`config.mk`:
```
export PLATFORM = sky130hd
export DESIGN_NAME = viterbi_bmu_acs
export DESIGN_NICKNAME = d
export VERILOG_FILES = /design/src/rtl/viterbi_pkg.sv /design/src/rtl/vit_acs_sel.sv /design/src/rtl/vit_expected_sym.sv /design/src/rtl/vit_hamming_bm.sv /design/src/rtl/viterbi_bmu_acs.sv
export SDC_FILE = /design/constraint.sdc
export NUM_CORES = 1
export LEC_CHECK = 0
export BUFFER_PORTS_ARGS = -buffer_cell sky130_fd_sc_hd__buf_2
export CAP_MARGIN = 20
export CORE_AREA = 8 8 69 53
export CTS_CLUSTER_SIZE = 24
export DETAILED_ROUTE_END_ITERATION = 10
export DIE_AREA = 0 0 77 61
export PLACE_DENSITY = 0.81
export SLEW_MARGIN = 20
export SYNTH_ARGS = -nofsm -noshare
export SYNTH_HDL_FRONTEND = slang
export SYNTH_HIERARCHICAL = 1
export SYNTH_SLANG_ARGS = --single-unit
export TNS_END_PERCENT = 30
```
`constraint.sdc`:
```
create_clock -name clk -period 0.9 [get_ports clk]
set_input_delay 0.09 -clock clk [delete_from_list [all_inputs] [get_ports clk]]
set_output_delay 0.09 -clock clk [all_outputs]
set_load 0.02 [all_outputs]
```
`src/rtl/viterbi_pkg.sv`:
```
// Shared trellis helpers for the hard-decision rate-1/2 Viterbi ACS slice:
// state-count derivation, parity and the expected encoder symbol.
package viterbi_pkg;

  localparam int WB = 2;

  function automatic int m_of(input int k);
    return k - 1;
  endfunction

  function automatic logic parity(input logic [31:0] v);
    return ^v;
  endfunction

  // Window has the branch input bit at w[k-1], then predecessor bits newest
  // (pred[0]) to oldest (pred[k-2]) walking down to w[0].
  function automatic logic [1:0] expected_sym(input int k,
                                               input logic [31:0] g0,
                                               input logic [31:0] g1,
                                               input logic [31:0] pred,
                                               input logic b);
    logic [31:0] w;
    w = '0;
    w[k-1] = b;
    for (int i = 1; i < k; i++) w[k-1-i] = pred[i-1];
    return {parity(g0 & w), parity(g1 & w)};
  endfunction

endpackage

```
`src/rtl/vit_acs_sel.sv`:
```
// Saturating add, compare and select of the two candidate path metrics;
// ties resolve to pred0.
module vit_acs_sel
  import viterbi_pkg::*;
#(
  parameter int Wm = 4
) (
  input  logic [Wm-1:0] pm0,
  input  logic [Wm-1:0] pm1,
  input  logic [WB-1:0] bm0,
  input  logic [WB-1:0] bm1,
  output logic [Wm-1:0] pm_sel,
  output logic          surv
);

  function automatic logic [Wm-1:0] sat_add(input logic [Wm-1:0] pm,
                                            input logic [WB-1:0] bm);
    logic [Wm:0] sum;
    sum = {1'b0, pm} + {{(Wm+1-WB){1'b0}}, bm};
    return sum[Wm] ? {Wm{1'b1}} : sum[Wm-1:0];
  endfunction

  logic [Wm-1:0] m0;
  logic [Wm-1:0] m1;

  assign m0     = sat_add(pm0, bm0);
  assign m1     = sat_add(pm1, bm1);
  assign surv   = (m1 < m0);
  assign pm_sel = surv ? m1 : m0;

endmodule

```
`src/rtl/vit_expected_sym.sv`:
```
// Expected encoder output symbol {c0, c1} for one predecessor/input-bit branch.
module vit_expected_sym
  import viterbi_pkg::*;
#(
  parameter int          K      = 4,
  parameter int unsigned G0_OCT = 'o17,
  parameter int unsigned G1_OCT = 'o13
) (
  input  logic [K-2:0] pred,
  input  logic         b,
  output logic [1:0]   exp_sym
);

  assign exp_sym = expected_sym(K, G0_OCT, G1_OCT, 32'(pred), b);

endmodule

```
`src/rtl/vit_hamming_bm.sv`:
```
// Hard-decision Hamming branch metrics of the received symbol against both
// expected symbols.
module vit_hamming_bm
  import viterbi_pkg::*;
(
  input  logic [1:0]    rx_sym,
  input  logic [1:0]    exp0,
  input  logic [1:0]    exp1,
  output logic [WB-1:0] bm0,
  output logic [WB-1:0] bm1
);

  logic [1:0] d0;
  logic [1:0] d1;

  assign d0  = rx_sym ^ exp0;
  assign d1  = rx_sym ^ exp1;
  assign bm0 = {1'b0, d0[1]} + {1'b0, d0[0]};
  assign bm1 = {1'b0, d1[1]} + {1'b0, d1[0]};

endmodule

```
`src/rtl/viterbi_bmu_acs.sv`:
```
// Per-state add-compare-select slice: combinational predecessor lookup and
// one registered stage of branch metric / survivor results.
module viterbi_bmu_acs
  import viterbi_pkg::*;
#(
  parameter int          K      = 4,
  parameter int          Wm     = 4,
  parameter int unsigned G0_OCT = 'o17,
  parameter int unsigned G1_OCT = 'o13,
  parameter int          Wb     = 2
) (
  input  logic          clk,
  input  logic          rst,
  input  logic          in_valid,
  input  logic [K-2:0]  state_idx,
  input  logic [1:0]    rx_sym,
  output logic [K-2:0]  pred0,
  output logic [K-2:0]  pred1,
  input  logic [Wm-1:0] pm0,
  input  logic [Wm-1:0] pm1,
  output logic          out_valid,
  output logic [K-2:0]  out_state,
  output logic [Wm-1:0] pm_out,
  output logic          surv,
  output logic [Wb-1:0] bm0,
  output logic [Wb-1:0] bm1
);

  localparam int M = m_of(K);
  localparam logic [M-1:0] TOP_BIT = M'(1) << (M - 1);

  if (K < 2 || G0_OCT >= (32'd1 << K) || G1_OCT >= (32'd1 << K) || Wb != WB)
  begin : g_bad_param
    $error("viterbi_bmu_acs: illegal K / generator / Wb parameters");
  end

  logic [1:0]    exp0_p0;
  logic [1:0]    exp1_p0;
  logic [WB-1:0] bm0_p0;
  logic [WB-1:0] bm1_p0;
  logic [Wm-1:0] pm_p0;
  logic          surv_p0;

  assign pred0 = state_idx >> 1;
  assign pred1 = pred0 | TOP_BIT;

  vit_expected_sym #(.K(K), .G0_OCT(G0_OCT), .G1_OCT(G1_OCT)) u_exp0 (
    .pred(pred0), .b(state_idx[0]), .exp_sym(exp0_p0)
  );

  vit_expected_sym #(.K(K), .G0_OCT(G0_OCT), .G1_OCT(G1_OCT)) u_exp1 (
    .pred(pred1), .b(state_idx[0]), .exp_sym(exp1_p0)
  );

  vit_hamming_bm u_bm (
    .rx_sym(rx_sym), .exp0(exp0_p0), .exp1(exp1_p0), .bm0(bm0_p0), .bm1(bm1_p0)
  );

  vit_acs_sel #(.Wm(Wm)) u_acs (
    .pm0(pm0), .pm1(pm1), .bm0(bm0_p0), .bm1(bm1_p0), .pm_sel(pm_p0), .surv(surv_p0)
  );

  // p0 -> p1: output register stage
  logic          vld_p1;
  logic [M-1:0]  state_p1;
  logic [Wm-1:0] pm_p1;
  logic          surv_p1;
  logic [WB-1:0] bm0_p1;
  logic [WB-1:0] bm1_p1;

  always_ff @(posedge clk or posedge rst) begin
    if (rst) begin
      vld_p1   <= 1'b0;
      state_p1 <= '0;
      pm_p1    <= '0;
      surv_p1  <= 1'b0;
      bm0_p1   <= '0;
      bm1_p1   <= '0;
    end else begin
      vld_p1 <= in_valid;
      if (in_valid) begin
        state_p1 <= state_idx;
        pm_p1    <= pm_p0;
        surv_p1  <= surv_p0;
        bm0_p1   <= bm0_p0;
        bm1_p1   <= bm1_p0;
      end
    end
  end

  assign out_valid = vld_p1;
  assign out_state = state_p1;
  assign pm_out    = pm_p1;
  assign surv      = surv_p1;
  assign bm0       = bm0_p1;
  assign bm1       = bm1_p1;

endmodule

```
==> results of run 1 <==
==> where the power goes <==
group          internal [W]  switching [W]
Sequential         0.000772       0.000111
Combinational       0.00142        0.00125
Clock              0.000312       0.000217
==> how the worst max path moves through the flow <==
stage | slack (ps) | end | cells after the start
CTS | -2400 | pm_out[1]$_DFFE_PP0P_ | 16
global placement | -2650 | pm_out[1]$_DFFE_PP0P_ | 16
global route | -2530 | pm_out[1]$_DFFE_PP0P_ | 16
finish | -2470 | pm_out[1]$_DFFE_PP0P_ | 16
floorplan | -2350 | pm_out[1]$_DFFE_PP0P_ | 15
detailed placement | -2720 | pm_out[1]$_DFFE_PP0P_ | 16
==> metrics by stage <==
| step | setup WS (ps) | area (µm²) | hold slack [ps] | TNS (ps) | power (W) |
|---|---|---|---|---|---|
| after floorplan | -2350 | 1150 | -33.0 | -10840 | 0.00242 |
| after global placement | -2650 | 1430 | 140 | -13360 | 0.00301 |
| after detailed placement | -2720 | 1430 | 150 | -13790 | 0.00311 |
| after CTS | -2400 | 1620 | 103 | -11190 | 0.00383 |
| after global routing | -2530 | 1700 | 129 | -12110 | 0.00432 |
| final | -2470 | 1700 | 121 | -11680 | 0.00409 |
==> cell families (layout without fill, tap and decap cells) <==
group / Yosys count / in the layout / share of synthesized area, %
compound gates: 14 / 14 / 9.96
xor+xnor: 12 / 12 / 10.6
fa+ha+maj: 12 / 12 / 14.6
buf+inv: 20 / 71 / 9.29
flops: 13 / 13 / 28.8
mux: 16 / 16 / 19.8
other cells: 2 / 4 / 0.664
simple gates: 10 / 10 / 6.30
==> per-layer routing <==
metal / up-vias / track usage (%) / routed length (µm)
li1: 424 / - / -
met1: 436 / 13.5 / 1270
met2: 26 / 22.1 / 1550
met3: 4 / 2.22 / 135
met4: 0 / 5.61 / 44
met5: - / 0 / 0
==> layout make-up <==
| cell class | instances | share of cell area [%] |
|---|---|---|
| multi-input cells | 68 | 49.9 |
| repair buffers | 54 | 22.8 |
| flip-flops and latches | 13 | 19.1 |
| inverters | 13 | 2.87 |
| clock buffers | 4 | 2.65 |
| well taps | 36 | 2.65 |
==> state kept, by name, indices dropped and copies added (netlist names) <==
name	count
surv	1
bm0	2
out_state	3
pm_out	4
out_valid	1
bm1	2
==> worst max-delay path, cell delays in order <==
cell and delay, ps:
buf_12 120, xnor2_4 140, xnor2_2 160, xor2_1 160, ha_1 320, ha_2 200, inv_2 40, fa_2 380
nor2b_4 150, a21oi_2 150, ha_1 260, nor2b_4 130, a221o_1 360, a31oi_4 230, mux2_4 330, mux2_4 260
==> layout by cell type (no fill, tap or decap), types with 2 or more instances in the layout <==
| cell type | n |
|---|---|
| nand2_1 | 4 |
| mux2_4 | 14 |
| xnor2_2 | 4 |
| inv_1 | 11 |
| nor2b_4 | 3 |
| fa_2 | 2 |
| inv_2 | 2 |
| xnor2_4 | 2 |
| buf_12 | 2 |
| buf_6 | 4 |
| buf_4 | 19 |
| clkbuf_8 | 3 |
| ha_1 | 7 |
| conb_1 | 4 |
| a21oi_1 | 3 |
| dfrtp_1 | 13 |
| xor2_1 | 4 |
| buf_2 | 27 |
| ha_2 | 2 |
| a21o_1 | 2 |
| xor2_2 | 2 |
| a31oi_4 | 2 |
| a21oi_2 | 2 |
==> what timing repair did <==
action / CTS / global route
resized for setup: 22 / 15
setup buffers: 3 / 2
pin swaps: 20 / 16
gates cloned: 0 / 0
setup endpoints to repair: 9 / 15
hold endpoints to repair: 13 / 0
hold buffers: 1 / 0
==> results.toml, run 1 <==
[status]
status = "finished, violations left"
violations = "setup timing"

[synth]
synth_cell_types = 28
synth_flop_cell = "dfrtp_1"
synthTopCellsByCount = "dfrtp_1, inv_1, mux2_4, ha_1"
synth_top_area_cell = "dfrtp_1"
synth_edf_count = 0
syn_inst = 99
yosys_warnings = 6
synthTopCellsByArea = "dfrtp_1, mux2_4, ha_1"
avgSynthCellArea_um2 = 11.4
yosysTopAreaCellShare_pct = 28.8
seq_area_frac_synth_pct = 28.8
async_flop_share_pct = 100
ys_ff_latch = 13
synth_area_um2 = 1130

[routing]
finalWirelength_um = 3000
drt_iter0_drc = 24
antenna_left = 0
first_pass_iters = 4
wl_per_cell_um = 16.0
vias_per_cell = 4.73
drt_drc_violations_left = 0
via_count = 890

[power_and_ir_drop]
max-vdd-ir-drop_mv = 1.04
p_per_area_nw_per_um2 = 2400
p_leak_nw = 0.898

[placement]
dpl.hpwl_um = 2070
port_buffers = 32
routabilityCongestion = 0.958
dp_cells = 178

[timing]
worst_slack_ps = -2470
min_period_ps = 3370
setup_viol = 9
max_slew_margin_pct = 64.1
skew_ps = 0
rsz0062_at_grt = "true"
worstMarginPinSlew_ps = 539
post-route-period-util_pct = 374
max_freq_ghz = 0.297
hold_viol_final = 0
final_max_slew_viol_count = 0

[final_layout]
seq_area_um2 = 325
drive_gt1_share_pct = 64.5
final_nets = 181
fill_cells = 195
n_antenna_cell = 0
synthToLayoutAreaGrowth_pct = 50.4
multi_input_area_um2 = 850
postLayoutCoreUtil_pct = 64.4
fin_cells = 188

[clocking]
clkTransAtPathRegs_ps = 60
cts_tree = "yes"
clock-sinks = 13
clk_path_buf_depth = 2
cts_max_level = 1
insertion_delay_ps = 240
root_buffer = "clkbuf_8"
numCtsBuffers = 3

[worst_setup_path]
endpoint_kind = "register"
crit_start = "state_idx[2]"
r2r_cells = 1
r2r-start = "surv$_DFFE_PP0P_"
critPathLaunchType = "input port"
r2r_end = "surv$_DFFE_PP0P_"
worst-setup-path-type = "in -> reg"
critPathRequiredTime_ps = 1030
cp_max_fo = 3
cp_data_arrival_time_ps = 3500
rrSetupSlack_ps = 100

[worst_hold_path]
min_from = "state_idx[0]"
min_to = "out_state[0]$_DFFE_PP0P_"
hold_path_depth = 2
hold_path.class = "in -> reg"

[floorplan]
rows = 16
io_pins = 35
die_area_um2 = 4700
fp.dieW_um = 77
start_util_pct = 42.8
core_um2 = 2640
die_height_um = 61

[global_routing]
grt-ovfl-total = 0
grt_start_max_net_pins = 14
grt_use_total_pct = 12.0
grt_pass1_wl_um = 4480
antenna_found_initial = 0
grt_pass1_vias = 938

[job]
drv_cap = 0
No activity file was read; power rests on OpenSTA's default activity.
==> run 2: changes to the inputs <==
Settings changed: MAX_ROUTING_LAYER set to met4, PLACE_DENSITY 0.81 to 0.71.
==> run 2 against run 1 <==
Compared with the run above: the run still ends with setup timing left; clock power grew 0.8%; clock skew stayed put; worst setup slack better by 17 ps; via count decreased by 0.45%; register-to-register slack lost 20 ps; wire length up 0.83%; clock-buffer cell count unchanged; critical path depth stayed put; die area is the same; critical endpoint unchanged.
==> results.toml, run 2 (synthesis results as in run 1) <==
[status]
status = "finished, violations left"
violations = "setup timing"

[routing]
via_count = 886
wl_per_cell_um = 15.8
first_pass_iters = 4
vias_per_cell = 4.64
drt_iter0_drc = 23
finalWirelength_um = 3030
drt_drc_violations_left = 0
antenna_left = 0

[power_and_ir_drop]
netSwitchingPower_w = 0.00161
max-vdd-ir-drop_mv = 1.15
seqPwrFrac_pct = 21.7
clkPwrFrac_pct = 12.8
sw_frac_of_total_pct = 38.6
p_per_area_nw_per_um2 = 2420
p_leak_nw = 0.907
p_int_w = 0.00256
pwr-share-comb_pct = 65.5

[final_layout]
final_common_cell = "buf_2"
drive_gt1_share_pct = 65.2
synthToLayoutAreaGrowth_pct = 51.9
postLayoutCoreUtil_pct = 65.0
largest_register_ffs = 4
n_antenna_cell = 0
final_cell_mix = "buf_2, buf_4, mux2_4, dfrtp_1, inv_1"
final_nets = 184

[worst_hold_path]
min_from = "state_idx[0]"
hold_path.class = "in -> reg"

[timing]
setup_viol = 10
min_period_ps = 3350
post-route-period-util_pct = 373
whs_ps = 192
rsz0062_at_grt = "true"
max_freq_ghz = 0.298
final_max_slew_viol_count = 0
hold_viol_final = 0
max_slew_margin_pct = 65.4
skew_ps = 0
worst_slack_ps = -2450
worstMarginPinSlew_ps = 519

[worst_setup_path]
critPathRequiredTime_ps = 1030
cp_data_arrival_time_ps = 3480
endpoint_kind = "register"
critPathLaunchType = "input port"
r2r-start = "surv$_DFFE_PP0P_"
slowest_delay_ps = 390
cp_max_fo = 3
crit_family = "adder cells"
worst-setup-path-type = "in -> reg"
critPathBufInv = 2
slowest_stage = "fa_2"
crit_start = "state_idx[2]"
cp_cell_sequence = "buf_12 -> xnor2_4 -> xnor2_2 -> xor2_1 -> ha_1 -> ha_2 -> inv_2 -> fa_2 -> nor2b_4 -> a21oi_2 -> ha_1 -> nor2b_4 -> a221o_1 -> a31oi_4 -> mux2_4 -> mux2_4"

[global_routing]
antenna_found_initial = 0
grt_pass1_wl_um = 4400
grt-ovfl-total = 0
grt_start_max_net_pins = 14
grt_pass1_vias = 995
grt_use_total_pct = 12.2

[clocking]
clock-sinks = 13
root_buffer = "clkbuf_8"
cts_max_level = 1
insertion_delay_ps = 250
clk_path_buf_depth = 2
clkTransAtPathRegs_ps = 50
cts_tree = "yes"
numCtsBuffers = 3

[floorplan]
io_pins = 35
rows = 16
start_util_pct = 42.8
die_area_um2 = 4700
core_um2 = 2640
fp.dieW_um = 77
die_height_um = 61

[placement]
place_ws_ps = -2760
dpl.hpwl_um = 2010
port_buffers = 32
routabilityCongestion = 0.961

[job]
drv_cap = 0
## run 2: what timing repair did
item	CTS	global route
pin swaps	16	14
setup buffers	3	4
resized for setup	18	19
setup endpoints to repair	9	13
hold endpoints to repair	13	0
hold buffers	1	0
## run 2: power by group through the flow
stage                     combinational (W)  sequential [W]  clock [W]
final                               0.00273        0.000902   0.000534
after global routing                0.00292        0.000925   0.000566
after CTS                           0.00238        0.000879   0.000531
after detailed placement            0.00217        0.000887          0
after global placement              0.00212        0.000879          0
after floorplan                     0.00131         0.00111          0
## run 2: per-stage QoR
step                cell area (µm²)  std cells  power [W]  setup TNS (ps)
floorplan                      1150        101    0.00242          -10840
global placement               1440        179    0.00300          -13450
detailed placement             1440        179    0.00306          -13860
CTS                            1610        187    0.00379          -10980
global route                   1720        191    0.00441          -12430
finish                         1720        191    0.00416          -11820
## run 2: worst paths after layout
path	cells past startpoint	end	slack, ps
worst max-delay path	16	pm_out[1]$_DFFE_PP0P_	-2450
worst min-delay path	3	out_state[0]$_DFFE_PP0P_	190
worst max register to register	1	surv$_DFFE_PP0P_	80
worst min register to register	1	out_state[1]$_DFFE_PP0P_	500
max in group asynchronous	3	out_valid$_DFF_PP0_	130
min in group asynchronous	3	bm1[0]$_DFFE_PP0P_	410
## run 2: layout make-up
class	count	area, µm²
Clock buffer	4	45.0
Fill cell	218	925
Inverter	13	48.8
Multi-Input combinational cell	68	841
Sequential cell	13	325
Tap cell	36	45.0
Timing Repair Buffer	57	413
## run 2: tightest hold or removal path: stages
cell and delay, ps:
buf_6 90, buf_4 100, mux2_4 120
## run 2: metal layers
layer	GRT usage (%)	vias up	wire length, µm
li1	-	433	-
met1	12.6	414	1210
met2	22.9	29	1620
met3	2.81	10	88
met4	4.28	0	113
met5	-	-	0
==> run 3: changes to the inputs <==
Settings changed: CORE_AREA 8 8 69 53 to 8 8 77 59, DIE_AREA 0 0 77 61 to 0 0 85 67, GPL_ROUTABILITY_DRIVEN set to 0, PLACE_DENSITY 0.71 to 0.58.
==> run 3 against run 2 <==
Compared with the run above: the run still ends with setup timing left; clock power shrank 3%; wire length decreased by 9.1%; non-clock buffer count shrank 2; critical endpoint unchanged; largest cell class unchanged.
==> results.toml, run 3 (synthesis results as in run 1) <==
[status]
violations = "setup timing"
status = "finished, violations left"

[routing]
antenna_left = 0
wl_per_cell_um = 14.3
vias_per_cell = 4.42
drt_drc_violations_left = 0
drt_iter0_drc = 20
via_count = 853
finalWirelength_um = 2750
first_pass_iters = 2

[worst_setup_path]
slowest_stage = "fa_2"
critPathBufInv = 3
critPathRequiredTime_ps = 1030
rrSetupSlack_ps = 120
slowest_delay_ps = 390
r2r_cells = 1
endpoint_kind = "register"
r2r-start = "pm_out[0]$_DFFE_PP0P_"
cp_cell_sequence = "buf_12 -> xnor2_4 -> xnor2_2 -> xor2_1 -> ha_1 -> ha_2 -> inv_2 -> fa_2 -> mux2i_2 -> inv_2 -> ha_4 -> nor2b_4 -> a221o_1 -> a31oi_4 -> mux2_4 -> mux2_4"
critPathLaunchType = "input port"
cp_data_arrival_time_ps = 3400
crit_start = "state_idx[2]"
worst-setup-path-type = "in -> reg"
crit_family = "adder cells"
cp_max_fo = 4
r2r_end = "pm_out[0]$_DFFE_PP0P_"

[job]
drv_cap = 0

[placement]
port_buffers = 32
dpl.hpwl_um = 2070
place_area_um2 = 1450
place_ws_ps = -2760

[worst_hold_path]
hold_path.class = "in -> reg"
min_from = "in_valid"
min_to = "out_valid$_DFF_PP0_"
hold_path_depth = 2

[global_routing]
grt_use_total_pct = 10.5
use_met2_pct = 17.3
grt_pass1_wl_um = 4550
grt_start_max_net_pins = 14
met1_usage_pct = 12.3
grt_pass1_vias = 961
grt_busiest_layer = "met2"
grt-ovfl-total = 0
grt_use_met3_pct = 3.69
antenna_found_initial = 0

[final_layout]
postLayoutCoreUtil_pct = 50.9
final_common_cell = "buf_2"
n_antenna_cell = 0
largest_register_ffs = 4
synthToLayoutAreaGrowth_pct = 51.1
final_cell_mix = "buf_2, buf_4, mux2_4, dfrtp_1, inv_1"
final_nets = 182
drive_gt1_share_pct = 64.1
fin_area_um2 = 1710

[timing]
setup_viol = 9
max_freq_ghz = 0.306
hold_viol_final = 0
worst_slack_ps = -2370
rsz0062_at_grt = "true"
final_max_slew_viol_count = 0
skew_ps = 0
finalSetupTns_ps = -11120
min_period_ps = 3270
post-route-period-util_pct = 363

[floorplan]
die_area_um2 = 5700
start_util_pct = 33.7
core_um2 = 3360
rows = 18
io_pins = 35
fp.dieW_um = 85
die_height_um = 67

[clocking]
clk_path_buf_depth = 2
root_buffer = "clkbuf_8"
cts_tree = "yes"
clock-sinks = 13
numCtsBuffers = 3
insertion_delay_ps = 240
clkTransAtPathRegs_ps = 50
cts_max_level = 1

[power_and_ir_drop]
finalPower_w = 0.00400
p_leak_nw = 0.886
p_per_area_nw_per_um2 = 2340
max-vdd-ir-drop_mv = 1.17
## run 3: worst max-delay path by stage
stage	end	slack, ps	depth (start not counted)
2_1_floorplan	pm_out[1]$_DFFE_PP0P_	-2350	15
3_3_place_gp	pm_out[1]$_DFFE_PP0P_	-2700	16
3_5_place_dp	pm_out[1]$_DFFE_PP0P_	-2760	16
4_1_cts	pm_out[1]$_DFFE_PP0P_	-2340	16
5_1_grt	pm_out[2]$_DFFE_PP0P_	-2510	16
6_report	pm_out[1]$_DFFE_PP0P_	-2370	16
## run 3: where the power goes
| part | switching (W) | total [W] | internal [W] |
|---|---|---|---|
| Combinational | 0.00119 | 0.00261 | 0.00142 |
| Clock | 0.000205 | 0.000518 | 0.000313 |
| Sequential | 0.000101 | 0.000874 | 0.000773 |
| Total | 0.00149 | 0.00400 | 0.00250 |
## run 3: metrics by stage
stage	std cells	hold slack (ps)
after floorplan	101	-33.0
after global placement	183	87.2
after detailed placement	183	93.4
after CTS	192	151
after global routing	193	159
final	193	152
## run 3: final cells by class
class | instances | area, µm²
fill | 297 | 1650
multi-input combinational | 68 | 846
timing repair buffer | 55 | 394
sequential | 13 | 325
tap | 40 | 50.0
inverter | 13 | 48.8
clock buffer | 4 | 45.0
## run 3: timing repair
action / CTS / global route
hold buffers: 1 / 0
pin swaps: 12 / 10
gates resized for setup: 20 / 16
setup endpoints to repair: 9 / 13
buffers inserted: 4 / 1
endpoints found under the hold margin: 13 / 0
## run 3: layer usage
layer	vias up	wire, µm
met5	-	0
met4	0	8
met3	2	118
met2	21	1340
met1	403	1280
li1	427	-
